## config.mk

```make
export PLATFORM = sky130hd
export DESIGN_NAME = memory_cycle
export DESIGN_NICKNAME = d
export VERILOG_FILES = /design/src/rtl/memory_cycle.sv
export SDC_FILE = /design/constraint.sdc
export NUM_CORES = 1
export LEC_CHECK = 0
export BUFFER_PORTS_ARGS = -buffer_cell sky130_fd_sc_hd__clkbuf_2
export CORE_AREA = 2 2 141 143
export CTS_CLUSTER_DIAMETER = 60
export DETAILED_ROUTE_END_ITERATION = 8
export DIE_AREA = 0 0 143 145
export PLACE_DENSITY_LB_ADDON = 0.1
export SLEW_MARGIN = 30
export SYNTH_ARGS = -nofsm -noshare
export SYNTH_HDL_FRONTEND = slang
export SYNTH_SLANG_ARGS = --single-unit
```

## constraint.sdc

```tcl
create_clock -name clk_i -period 3.3 [get_ports clk_i]
set_clock_uncertainty 0.15 [all_clocks]
set_input_delay 0.165 -clock clk_i [delete_from_list [all_inputs] [get_ports clk_i]]
set_output_delay 0.165 -clock clk_i [all_outputs]
set_load 0.1 [all_outputs]
```

## src/rtl/memory_cycle.sv

```systemverilog
// memory_cycle: RISC-V MEM stage, req/ack data bus, load align/extend, MEM/WB register (optional MISALIGN_TRAP_EN)
module memory_cycle (
  input  logic        clk_i,
  input  logic        rst_n,
  input  logic        MEM_stall_en,
  input  logic [31:0] MEM_alu_data,
  input  logic [31:0] MEM_rs2_data,
  input  logic [31:0] MEM_pc_four,
  input  logic [4:0]  MEM_rd_addr,
  input  logic        MEM_rd_wren,
  input  logic [8:0]  MEM_mem_en,
  input  logic [1:0]  MEM_wb_en,
  input  logic        MEM_ld_en,
  output logic        dmem_req_o,
  output logic        dmem_we_o,
  output logic [31:0] dmem_addr_o,
  output logic [31:0] dmem_wdata_o,
  output logic [3:0]  dmem_be_o,
  input  logic        dmem_ack_i,
  input  logic [31:0] dmem_rdata_i,
  output logic        mem_busy_o,
  output logic [31:0] MEM_fwd_data,
  output logic [31:0] WB_alu_data,
  output logic [31:0] WB_ld_data,
  output logic [31:0] WB_pc_four,
  output logic [4:0]  WB_rd_addr,
  output logic        WB_rd_wren,
  output logic        WB_ld_en,
  output logic        WB_misalign_o,
  output logic [1:0]  WB_wb_en
);
  typedef enum logic [1:0] {S_IDLE, S_WAIT, S_DONE} state_t;
  state_t state, state_n;
  logic [31:0] ld_buf, ld_ext;
  logic [15:0] h16;
  logic [7:0]  b8;
  logic [2:0]  f3;
  logic [1:0]  a;
  logic        ld, st, acc, mis, cap, unused_mem_en;
  assign f3 = MEM_mem_en[2:0];
  assign a = MEM_alu_data[1:0];
  assign st = MEM_mem_en[4];
  assign ld = MEM_mem_en[3] & ~st;
  assign unused_mem_en = ^MEM_mem_en[8:5];
`ifdef MISALIGN_TRAP_EN
  logic half, word;
  assign half = st ? (f3 == 3'b001) : (f3[1:0] == 2'b01);
  assign word = st ? (f3[2:1] != 2'b00) : f3[1];
  assign mis = (ld | st) & ((half & a[0]) | (word & |a));
`else
  assign mis = 1'b0;
`endif
  assign acc = (ld | st) & ~mis;
  assign dmem_req_o = (state == S_WAIT);
  assign dmem_we_o = dmem_req_o & st;
  assign dmem_addr_o = {MEM_alu_data[31:2], 2'b00};
  assign dmem_wdata_o = f3 == 3'b000 ? {4{MEM_rs2_data[7:0]}} : f3 == 3'b001 ? {2{MEM_rs2_data[15:0]}} : MEM_rs2_data;
  assign dmem_be_o = f3 == 3'b000 ? 4'b0001 << a : f3 == 3'b001 ? 4'b0011 << {a[1], 1'b0} : 4'b1111;
  assign mem_busy_o = (state == S_IDLE & acc) | dmem_req_o;
  assign MEM_fwd_data = MEM_alu_data;
  assign cap = MEM_stall_en & ~mem_busy_o;
  assign b8 = ld_buf[{a, 3'b000} +: 8];
  assign h16 = a[1] ? ld_buf[31:16] : ld_buf[15:0];
  assign ld_ext = f3[1] ? ld_buf : f3[0] ? {{16{~f3[2] & h16[15]}}, h16} : {{24{~f3[2] & b8[7]}}, b8};
  // state register; reset abandons any outstanding access
  always_ff @(posedge clk_i or negedge rst_n)
    if (!rst_n) state <= S_IDLE;
    else state <= state_n;
  // next state: issue, wait for ack, then hold the result until MEM/WB takes it
  always_comb begin
    state_n = state == S_IDLE ? (acc ? S_WAIT : S_IDLE) :
              state == S_WAIT ? (dmem_ack_i ? S_DONE : S_WAIT) :
              (MEM_stall_en ? S_IDLE : S_DONE);
  end
  // read word buffer, only written by an ack while waiting
  always_ff @(posedge clk_i or negedge rst_n)
    if (!rst_n) ld_buf <= '0;
    else if (state == S_WAIT && dmem_ack_i) ld_buf <= dmem_rdata_i;
  // MEM/WB pipeline register
  always_ff @(posedge clk_i or negedge rst_n)
    if (!rst_n) begin
      WB_alu_data <= '0;
      WB_ld_data  <= '0;
      WB_pc_four  <= '0;
      WB_rd_addr  <= '0;
      WB_rd_wren  <= 1'b0;
      WB_ld_en    <= 1'b0;
      WB_wb_en    <= '0;
    end else if (cap) begin
      WB_alu_data <= MEM_alu_data;
      WB_ld_data  <= ld_ext;
      WB_pc_four  <= MEM_pc_four;
      WB_rd_addr  <= MEM_rd_addr;
      WB_rd_wren  <= MEM_rd_wren & ~mis;
      WB_ld_en    <= MEM_ld_en;
      WB_wb_en    <= MEM_wb_en;
    end
`ifdef MISALIGN_TRAP_EN
  // trap flag travels with the trapped operation
  always_ff @(posedge clk_i or negedge rst_n)
    if (!rst_n) WB_misalign_o <= 1'b0;
    else if (cap) WB_misalign_o <= mis;
`else
  assign WB_misalign_o = 1'b0;
`endif
endmodule

```

==> results of run 1 <==
-- metrics by stage --
stage                     setup WS, ps  utilization, %  cells  area [µm²]
after global placement            1110            43.3   1240        8320
after floorplan                    193               -    727        6850
final                              780            52.2   1379       10000
after global routing               648            52.2   1379       10000
after CTS                          738            52.2   1379       10000
after detailed placement          1130            43.3   1240        8320
-- path summary, 6_finish.rpt --
check / start / endpoint / slack (ps) / cells after the start
worst max-delay path: MEM_alu_data[0] / dmem_be_o[2] / 780 / 6
worst min-delay path: MEM_mem_en[3] / state[0] / 30 / 3
worst max register to register: state[0] / WB_ld_data[22] / 1160 / 5
worst min register to register: WB_alu_data[20] / WB_alu_data[20] / 320 / 2
max in group asynchronous: rst_n / WB_ld_data[21] / 2030 / 3
min in group asynchronous: rst_n / ld_buf[3] / 130 / 2
-- final cells by class --
class                           instances  area [µm²]
Clock inverter                         13         188
Sequential cell                       139        3480
Timing Repair Buffer                  469        2950
Fill cell                            1840        9190
Clock buffer                           19         443
Multi-Input combinational cell        471        2620
Tap cell                              265         332
Inverter                                3        11.3
-- sequential cells by signal, indices dropped and copies added, names as in the netlist --
name / count
WB_alu_data: 32
WB_rd_wren: 1
WB_rd_addr: 5
WB_pc_four: 32
WB_ld_en: 1
ld_buf: 32
WB_ld_data: 32
WB_wb_en: 2
state: 2
-- cells by family (layout without fill, tap and decap cells) --
family,Yosys count,count (layout),share of synthesized area [%]
flops,139,139,50.8
mux,68,68,11.1
simple gates,319,319,19.1
other cells,1,3,0.0548
buf+inv,117,504,11.4
compound gates,81,81,7.62
-- metal layers --
layer / up-vias / global-route usage [%] / part of all wire [%]
li1: 3041 / - / -
met1: 2915 / 23.8 / 40
met4: 0 / 7.03 / 2.1
met3: 29 / 5.08 / 6.1
met2: 197 / 36.5 / 51
met5: - / 0 / 0
-- layout by cell type, fill, tap and decap left out, types with 2 or more instances in the layout --
cell type,instances
nand2_1,249
conb_1,3
a21oi_1,37
clkinvlp_4,3
clkbuf_16,17
buf_4,8
a31oi_1,6
mux2i_1,11
buf_12,3
a21oi_2,2
nand2b_1,8
nor4bb_1,6
mux2_2,55
dlygate4sd3_1,107
nor2b_1,11
o22a_1,6
clkinv_2,2
bufinv_16,4
dfrtp_1,139
a22o_1,6
nor2_1,37
nand3_1,2
nor3_2,2
o21ai_0,11
mux2_4,2
inv_6,4
clkbuf_2,350
inv_1,3
-- worst reg2reg max path: stages (launching register included) --
cell	delay, ps
dfrtp_1	390
nor3_2	390
o21a_4	580
buf_4	380
nor2_1	70
a21oi_1	120
==> flow_metrics.env, run 1 <==
export IMPL_yosysWarnings=0
export IMPL_grt_start_max_net_pins=77
export IMPL_synth_seq_cells=139
export IMPL_synth_async_reset_ratio_pct=100
export IMPL_yosysSeqAreaShare_pct=50.8
export IMPL_finalHoldViolations=0
export IMPL_grt_antenna_before_repair=0
export IMPL_netlist_instances=725
export IMPL_firstDrtPassIters=4
export IMPL_hold_ws_ps=30.2
export IMPL_hold_class="in -> reg"
export IMPL_max_freq_mhz=397
export IMPL_synth_cell_area_mm2=0.00685
export IMPL_grt_usage_pct=20.5
export IMPL_avgSynthCellArea_um2=9.44
export IMPL_root_buffer="clkbuf_16"
export IMPL_setup_tns_final_ps=0
export IMPL_critPathTopFamily="buffers and inverters"
export IMPL_ys_flop_type="dfrtp_1"
export IMPL_die_x_um=143
export IMPL_rsz0062_at_grt="no"
export IMPL_yosys_top_cells_count="nand2_1, dfrtp_1, buf_4, mux2_2, nor2_1"
export IMPL_synth_edf_count=0
export IMPL_critical_path_required_ps=2980
export IMPL_netlist_cell_type_count=40
export IMPL_floorplan_rows=51
export IMPL_critical_path_buf_inv_count=3
export IMPL_cts_max_path_buffers=2
export IMPL_slew_violations=0
export IMPL_initial_utilization_pct=35.6
export IMPL_maxCapViolations=0
export IMPL_place_gp_congestion=0.774
export IMPL_clk_latency_ps=410
export IMPL_routedWlPerCell_um=15.5
export IMPL_period_minus_slack_ps=2520
export IMPL_area_growth_pct=46.4
export IMPL_cts_buffers=17
export IMPL_relSlewSlack_pct=51.5
export IMPL_finalSetupViolations=0
export IMPL_antenna_left=0
export IMPL_dp_hpwl_um=14700
export IMPL_crit_arrival_ps=2210
export IMPL_path_cells="dlygate4sd3_1 > clkbuf_2 > nand2b_1 > nand2_1 > nand2_1 > clkbuf_2"
export IMPL_post_cts_setup_buffers=0
export IMPL_worst_path_max_delay_cell="nand2b_1"
export IMPL_worst_slew_pin_slew_ps=723
export IMPL_drt_iter0_drc=247
export IMPL_cts_tree="built"
export IMPL_die_area_mm2=0.0207
export IMPL_post_cts_resized=0
export IMPL_ios=359
export IMPL_endpoint_kind="output port"
export IMPL_die_h_um=145
export IMPL_clkTransAtPathRegs_ps=60
export IMPL_drive_gt1_share_pct=41.4
export IMPL_final_nets=1251
export IMPL_grt_pass1_vias=6235
export IMPL_status="completed"
export IMPL_drt_vias_per_instance=4.48
export IMPL_core_mm2=0.0192
export IMPL_drc=0
export IMPL_critPathLaunchType="input port"
export IMPL_portBuffers=351
export IMPL_setup_worst_path_class="in -> out"
export IMPL_synth_most_common_cell="nand2_1"
export IMPL_crit_fanout=16
export IMPL_cts_hold_fix_buffers=107
export IMPL_clock_sinks=139
export IMPL_synth_area_leaders="dfrtp_1, nand2_1, mux2_2"
export IMPL_grt_first_pass_wirelength_um=33400
export IMPL_fin_crit_sh_pct=76.4
export IMPL_htreeDepth=4
export IMPL_vias=6182
export IMPL_slowest_delay_ps=580
export IMPL_antenna_cells=0
export IMPL_yosys_area_top_type="dfrtp_1"
export IMPL_overflow=0
export IMPL_postRouteWirelength_um=21400
export IMPL_synth_top_area_share_pct=50.8
Power of run 1 is not shown: default switching activity piles up to over one toggle a cycle in this logic, so the estimate is an artifact.
==> run 2: changes to the inputs <==
--- a/config.mk
+++ b/config.mk
@@ -5,11 +5,12 @@
 export SDC_FILE = /design/constraint.sdc
 export NUM_CORES = 1
 export LEC_CHECK = 0
+export ABC_AREA = 1
 export BUFFER_PORTS_ARGS = -buffer_cell sky130_fd_sc_hd__clkbuf_2
-export CORE_AREA = 2 2 141 143
+export CORE_AREA = 2 2 139 141
 export CTS_CLUSTER_DIAMETER = 60
 export DETAILED_ROUTE_END_ITERATION = 8
-export DIE_AREA = 0 0 143 145
+export DIE_AREA = 0 0 141 143
 export PLACE_DENSITY_LB_ADDON = 0.1
 export SLEW_MARGIN = 30
 export SYNTH_ARGS = -nofsm -noshare
==> constraint.sdc (replaced) <==
create_clock -name clk_i -period 2.4 [get_ports clk_i]
set_clock_uncertainty 0.15 [all_clocks]
set_input_delay 0.12 -clock clk_i [delete_from_list [all_inputs] [get_ports clk_i]]
set_output_delay 0.12 -clock clk_i [all_outputs]
set_load 0.1 [all_outputs]
==> run 2 against run 1 <==
Critical path depth grew 3. Cell area grew 6.3%. Final cell count up 13%.
==> flow_metrics.env, run 2 <==
export IMPL_yosys_area_top_type="dfrtp_1"
export IMPL_die_area_mm2=0.0202
export IMPL_placed_area_mm2=0.00885
export IMPL_finalSetupViolations=0
export IMPL_yosysSeqAreaShare_pct=48.3
export IMPL_r2r_slack_ps=330
export IMPL_ff2ff_path_depth=9
export IMPL_endpoint_kind="flip-flop"
export IMPL_critical_path_required_ps=2600
export IMPL_reg2reg_from="state[1]"
export IMPL_grt_antenna_before_repair=0
export IMPL_slew_violations=0
export IMPL_antenna_cells=0
export IMPL_status="completed"
export IMPL_finalHoldViolations=0
export IMPL_die_x_um=141
export IMPL_post_cts_resized=0
export IMPL_floorplan_rows=50
export IMPL_vias=6856
export IMPL_max_freq_mhz=483
export IMPL_synth_most_common_cell="nand2_1"
export IMPL_maxCapViolations=0
export IMPL_rr_endpoint="ld_buf[28]"
export IMPL_critPathLaunchType="flip-flop"
export IMPL_yosysWarnings=0
export IMPL_final_nets=1465
export IMPL_drc=0
export IMPL_fin_area_mm2=0.0107
export IMPL_area_growth_pct=47.8
export IMPL_synth_cell_area_mm2=0.00721
export IMPL_setup_worst_path_class="reg -> reg"
export IMPL_root_buffer="clkbuf_16"
export IMPL_cts_tree="built"
export IMPL_antenna_left=0
export IMPL_period_minus_slack_ps=2070
export IMPL_drive_gt1_share_pct=31.4
export IMPL_cts_max_path_buffers=2
export IMPL_yosys_top_cells_count="nand2_1, inv_1, dfrtp_1, o21ai_0, buf_4"
export IMPL_firstDrtPassIters=4
export IMPL_die_h_um=143
export IMPL_min_path_cells=6
export IMPL_synth_edf_count=0
export IMPL_initial_utilization_pct=38.8
export IMPL_place_gp_congestion=0.800
export IMPL_worst_slew_pin_slew_ps=616
export IMPL_relSlewSlack_pct=58.9
export IMPL_min_to="WB_ld_data[15]"
export IMPL_netlist_instances=927
export IMPL_crit_fanout=27
export IMPL_postRouteWirelength_um=21000
export IMPL_synth_seq_cells=139
export IMPL_final_common_cell="clkbuf_2"
export IMPL_clock_sinks=139
export IMPL_final_cell_mix="clkbuf_2, nand2_1, inv_1, dfrtp_1, dlygate4sd3_1"
export IMPL_synth_area_leaders="dfrtp_1, nand2_1, inv_1"
export IMPL_fin_crit_sh_pct=86.3
export IMPL_rsz0062_at_grt="no"
export IMPL_grt_usage_pct=20.6
export IMPL_synth_top_area_share_pct=48.3
export IMPL_overflow=0
export IMPL_crit_arrival_ps=2270
export IMPL_synth_async_reset_ratio_pct=100
export IMPL_grt_first_pass_wirelength_um=32600
export IMPL_cts_buffers=17
export IMPL_netlist_cell_type_count=27
export IMPL_core_mm2=0.0186
export IMPL_ios=359
export IMPL_dp_hpwl_um=14700
export IMPL_drt_vias_per_instance=4.39
export IMPL_grt_start_max_net_pins=59
export IMPL_drt_iter0_drc=252
export IMPL_pre_cts_ws_ps=426
export IMPL_avgSynthCellArea_um2=7.77
export IMPL_worstHoldStart="MEM_mem_en[2]"
export IMPL_routedWlPerCell_um=13.4
export IMPL_portBuffers=351
export IMPL_n_fill_cell=1763
export IMPL_clk_latency_ps=410
export IMPL_clkTransAtPathRegs_ps=60
export IMPL_grt_pass1_vias=6553
export IMPL_ys_flop_type="dfrtp_1"
export IMPL_htreeDepth=4
export IMPL_fin_ws_ps=328
export IMPL_hold_class="in -> reg"
[run 2: cell count changes after synthesis, moves of 7 or more]
cell | previous run | this run
o21ai_0 | 11 | 110
o21ai_1 | 0 | 14
buf_2 | 27 | 14
mux2i_1 | 11 | 0
inv_1 | 3 | 163
o211ai_1 | 0 | 10
a21oi_1 | 37 | 24
nand2b_1 | 8 | 0
nor2b_1 | 11 | 0
nand2_1 | 249 | 288
a21boi_1 | 0 | 7
mux2_2 | 55 | 0
buf_6 | 3 | 13
[run 2: cell type report]
cell class,instances,area (µm²),share of cell area (%)
repair buffers,481,3340,31.3
inverters,168,633,5.94
clock inverters,14,184,1.73
well taps,234,293,2.75
flip-flops and latches,139,3480,32.7
clock buffers,18,439,4.12
multi-input cells,508,2290,21.5
[run 2: timing repair]
| item | in CTS | in global routing |
|---|---|---|
| buffers inserted | 0 | 0 |
| hold buffers | 118 | 0 |
| endpoints found under the hold margin | 245 | 0 |
[run 2: kinds of logic after synthesis]
family	after synthesis	share of synthesized area [%]
compound gates	167	12.3
flops	139	48.3
simple gates	338	19.0
buf+inv	282	20.4
other cells	1	0.0520
[run 2: worst max-delay path by stage]
stage / cells after the start / slack [ps] / from / end
floorplan: 6 / -580 / MEM_mem_en[1] / dmem_wdata_o[10]
finish: 9 / 330 / state[1] / ld_buf[28]
CTS: 9 / 310 / state[1] / ld_buf[28]
detailed placement: 9 / 430 / MEM_mem_en[1] / dmem_wdata_o[24]
global placement: 9 / 440 / MEM_mem_en[1] / dmem_wdata_o[24]
global route: 9 / 160 / state[1] / ld_buf[28]
[run 2: critical path, stage by stage, from the launching register on]
cell and delay (ps):
dfrtp_1 380, inv_1 80, nand2_2 100, inv_2 90, nand2_4 100, inv_2 70
buf_4 280, nand2_1 130, nand2_1 80, dlygate4sd3_1 540
[run 2: per-stage QoR]
step                instances  TNS [ps]  hold WS, ps  util [%]
floorplan                 929     -3490         -326         -
global placement         1412         0         -160      47.6
detailed placement       1412         0         -158      47.6
CTS                      1562         0         3.63      57.4
global route             1562         0         91.1      57.3
finish                   1562         0         16.0      57.3
[run 2: metal layers]
metal,GRT usage [%],wire (µm),vias to the layer above
met2,37.8,10900,238
met1,24.3,8730,3101
met5,0,0,-
met3,4.56,1090,22
li1,-,-,3495
met4,5.53,308,0
Power of run 2 is left out for the same reason.
==> run 3: changes to the inputs <==
--- a/config.mk
+++ b/config.mk
@@ -7,10 +7,11 @@
 export LEC_CHECK = 0
 export ABC_AREA = 1
 export BUFFER_PORTS_ARGS = -buffer_cell sky130_fd_sc_hd__clkbuf_2
-export CORE_AREA = 2 2 139 141
+export CORE_AREA = 2 2 141 143
+export CTS_BUF_LIST = sky130_fd_sc_hd__clkbuf_2 sky130_fd_sc_hd__clkbuf_4 sky130_fd_sc_hd__clkbuf_8
 export CTS_CLUSTER_DIAMETER = 60
 export DETAILED_ROUTE_END_ITERATION = 8
-export DIE_AREA = 0 0 141 143
+export DIE_AREA = 0 0 143 145
 export PLACE_DENSITY_LB_ADDON = 0.1
 export SLEW_MARGIN = 30
 export SYNTH_ARGS = -nofsm -noshare
==> run 3 against run 2 <==
Largest cell class unchanged. Global-route usage shrank 0.13 points. Via count decreased by 1.2%. Clock-buffer cell count unchanged. Non-clock buffer count shrank 2. Maximum frequency fell by 4.3%. Setup slack got worse by 93 ps.
==> flow_metrics.env, run 3 (synthesized netlist as in run 2, its figures left out) <==
export IMPL_status="completed"
export IMPL_cts_buffers=17
export IMPL_worst_slew_pin_slew_ps=645
export IMPL_postRouteWirelength_um=21200
export IMPL_fin_crit_sh_pct=90.2
export IMPL_dp_hpwl_um=14600
export IMPL_root_buffer="clkbuf_8"
export IMPL_vias=6776
export IMPL_finalSetupViolations=0
export IMPL_final_nets=1463
export IMPL_setup_tns_final_ps=0
export IMPL_fin_area_mm2=0.0105
export IMPL_area_growth_pct=46.2
export IMPL_die_area_mm2=0.0207
export IMPL_r2r_slack_ps=320
export IMPL_ff2ff_path_depth=9
export IMPL_drt_iter0_drc=274
export IMPL_place_gp_congestion=0.793
export IMPL_grt_usage_pct=20.5
export IMPL_pre_cts_ws_ps=503
export IMPL_critical_path_startpoint="MEM_mem_en[2]"
export IMPL_rr_endpoint="ld_buf[28]"
export IMPL_max_freq_mhz=462
export IMPL_slowest_delay_ps=540
export IMPL_hold_class="in -> async"
export IMPL_setup_worst_path_class="in -> out"
export IMPL_firstDrtPassIters=4
export IMPL_grt_busiest_layer="met2"
export IMPL_clkTransAtPathRegs_ps=80
export IMPL_grt_antenna_before_repair=1
export IMPL_clk_latency_ps=450
export IMPL_grt_start_max_net_pins=98
export IMPL_crit_arrival_ps=1890
export IMPL_relSlewSlack_pct=57.0
export IMPL_critical_path_buf_inv_count=4
export IMPL_drc=0
export IMPL_cts_max_path_buffers=2
export IMPL_die_x_um=143
export IMPL_crit_fanout=14
export IMPL_placed_area_mm2=0.00895
export IMPL_routedWlPerCell_um=13.3
export IMPL_final_common_cell="clkbuf_2"
export IMPL_cts_tree="built"
export IMPL_antenna_left=0
export IMPL_critPathLaunchType="input port"
export IMPL_core_mm2=0.0192
export IMPL_period_minus_slack_ps=2160
export IMPL_final_cell_mix="clkbuf_2, nand2_1, inv_1, dfrtp_1, dlygate4sd3_1"
export IMPL_drt_vias_per_instance=4.26
export IMPL_die_h_um=145
export IMPL_finalHoldViolations=0
export IMPL_slew_violations=0
export IMPL_hold_ws_ps=89.4
export IMPL_fin_ws_ps=235
export IMPL_ios=359
export IMPL_grt_pass1_vias=6729
export IMPL_critPathTopFamily="buffers and inverters"
export IMPL_clock_sinks=139
export IMPL_grt_first_pass_wirelength_um=33800
export IMPL_overflow=0
export IMPL_path_cells="dlygate4sd3_1 > clkbuf_2 > nor2_8 > inv_2 > nor2_4 > nand2_1 > nand2_1 > nor2_1 > nor2_4 > buf_12"
export IMPL_htreeDepth=4
export IMPL_endpoint_kind="output port"
export IMPL_critical_path_required_ps=2130
export IMPL_grtUsageMet1_pct=24.2
export IMPL_portBuffers=351
export IMPL_drive_gt1_share_pct=31.2
export IMPL_floorplan_rows=51
export IMPL_rsz0062_at_grt="no"
export IMPL_reg2reg_from="state[1]"
export IMPL_maxCapViolations=0
export IMPL_worst_path_max_delay_cell="dlygate4sd3_1"
export IMPL_initial_utilization_pct=37.5
export IMPL_use_met3_pct=5.61
export IMPL_use_met2_pct=35.9
==> run 3: worst max-delay path by stage <==
| stage | to | slack [ps] | cells after the start |
|---|---|---|---|
| 5_1_grt | dmem_wdata_o[24] | 50 | 10 |
| 2_1_floorplan | dmem_wdata_o[10] | -580 | 6 |
| 4_1_cts | dmem_wdata_o[24] | 200 | 10 |
| 3_5_place_dp | dmem_wdata_o[24] | 500 | 9 |
| 6_report | dmem_wdata_o[24] | 240 | 10 |
| 3_3_place_gp | dmem_wdata_o[31] | 530 | 9 |
==> run 3: area by class of cell <==
cell class / instances / area, µm²
Clock buffer: 18 / 241
Inverter: 168 / 633
Sequential cell: 139 / 3480
Clock inverter: 14 / 163
Tap cell: 265 / 332
Antenna cell: 1 / 2.50
Fill cell: 1795 / 8670
Multi-Input combinational cell: 508 / 2290
Timing Repair Buffer: 479 / 3400
==> run 3: routing by layer <==
metal	vias to the layer above	wire, µm
li1	3495	-
met1	3020	8810
met2	242	10500
met3	19	1590
met4	0	278
met5	-	0
==> run 3: per-stage QoR <==
step | cells | utilization, %
floorplan | 929 | -
global placement | 1441 | 46.6
detailed placement | 1441 | 46.6
CTS | 1591 | 54.9
global route | 1592 | 54.9
finish | 1592 | 54.9
==> run 3: repair_timing <==
action                                 in CTS  in global routing
buffers inserted                            0                  0
resized for setup                           0                  0
hold buffers                              118                  0
endpoints found under the hold margin     172                  0
Power of run 3 is left out for the same reason.
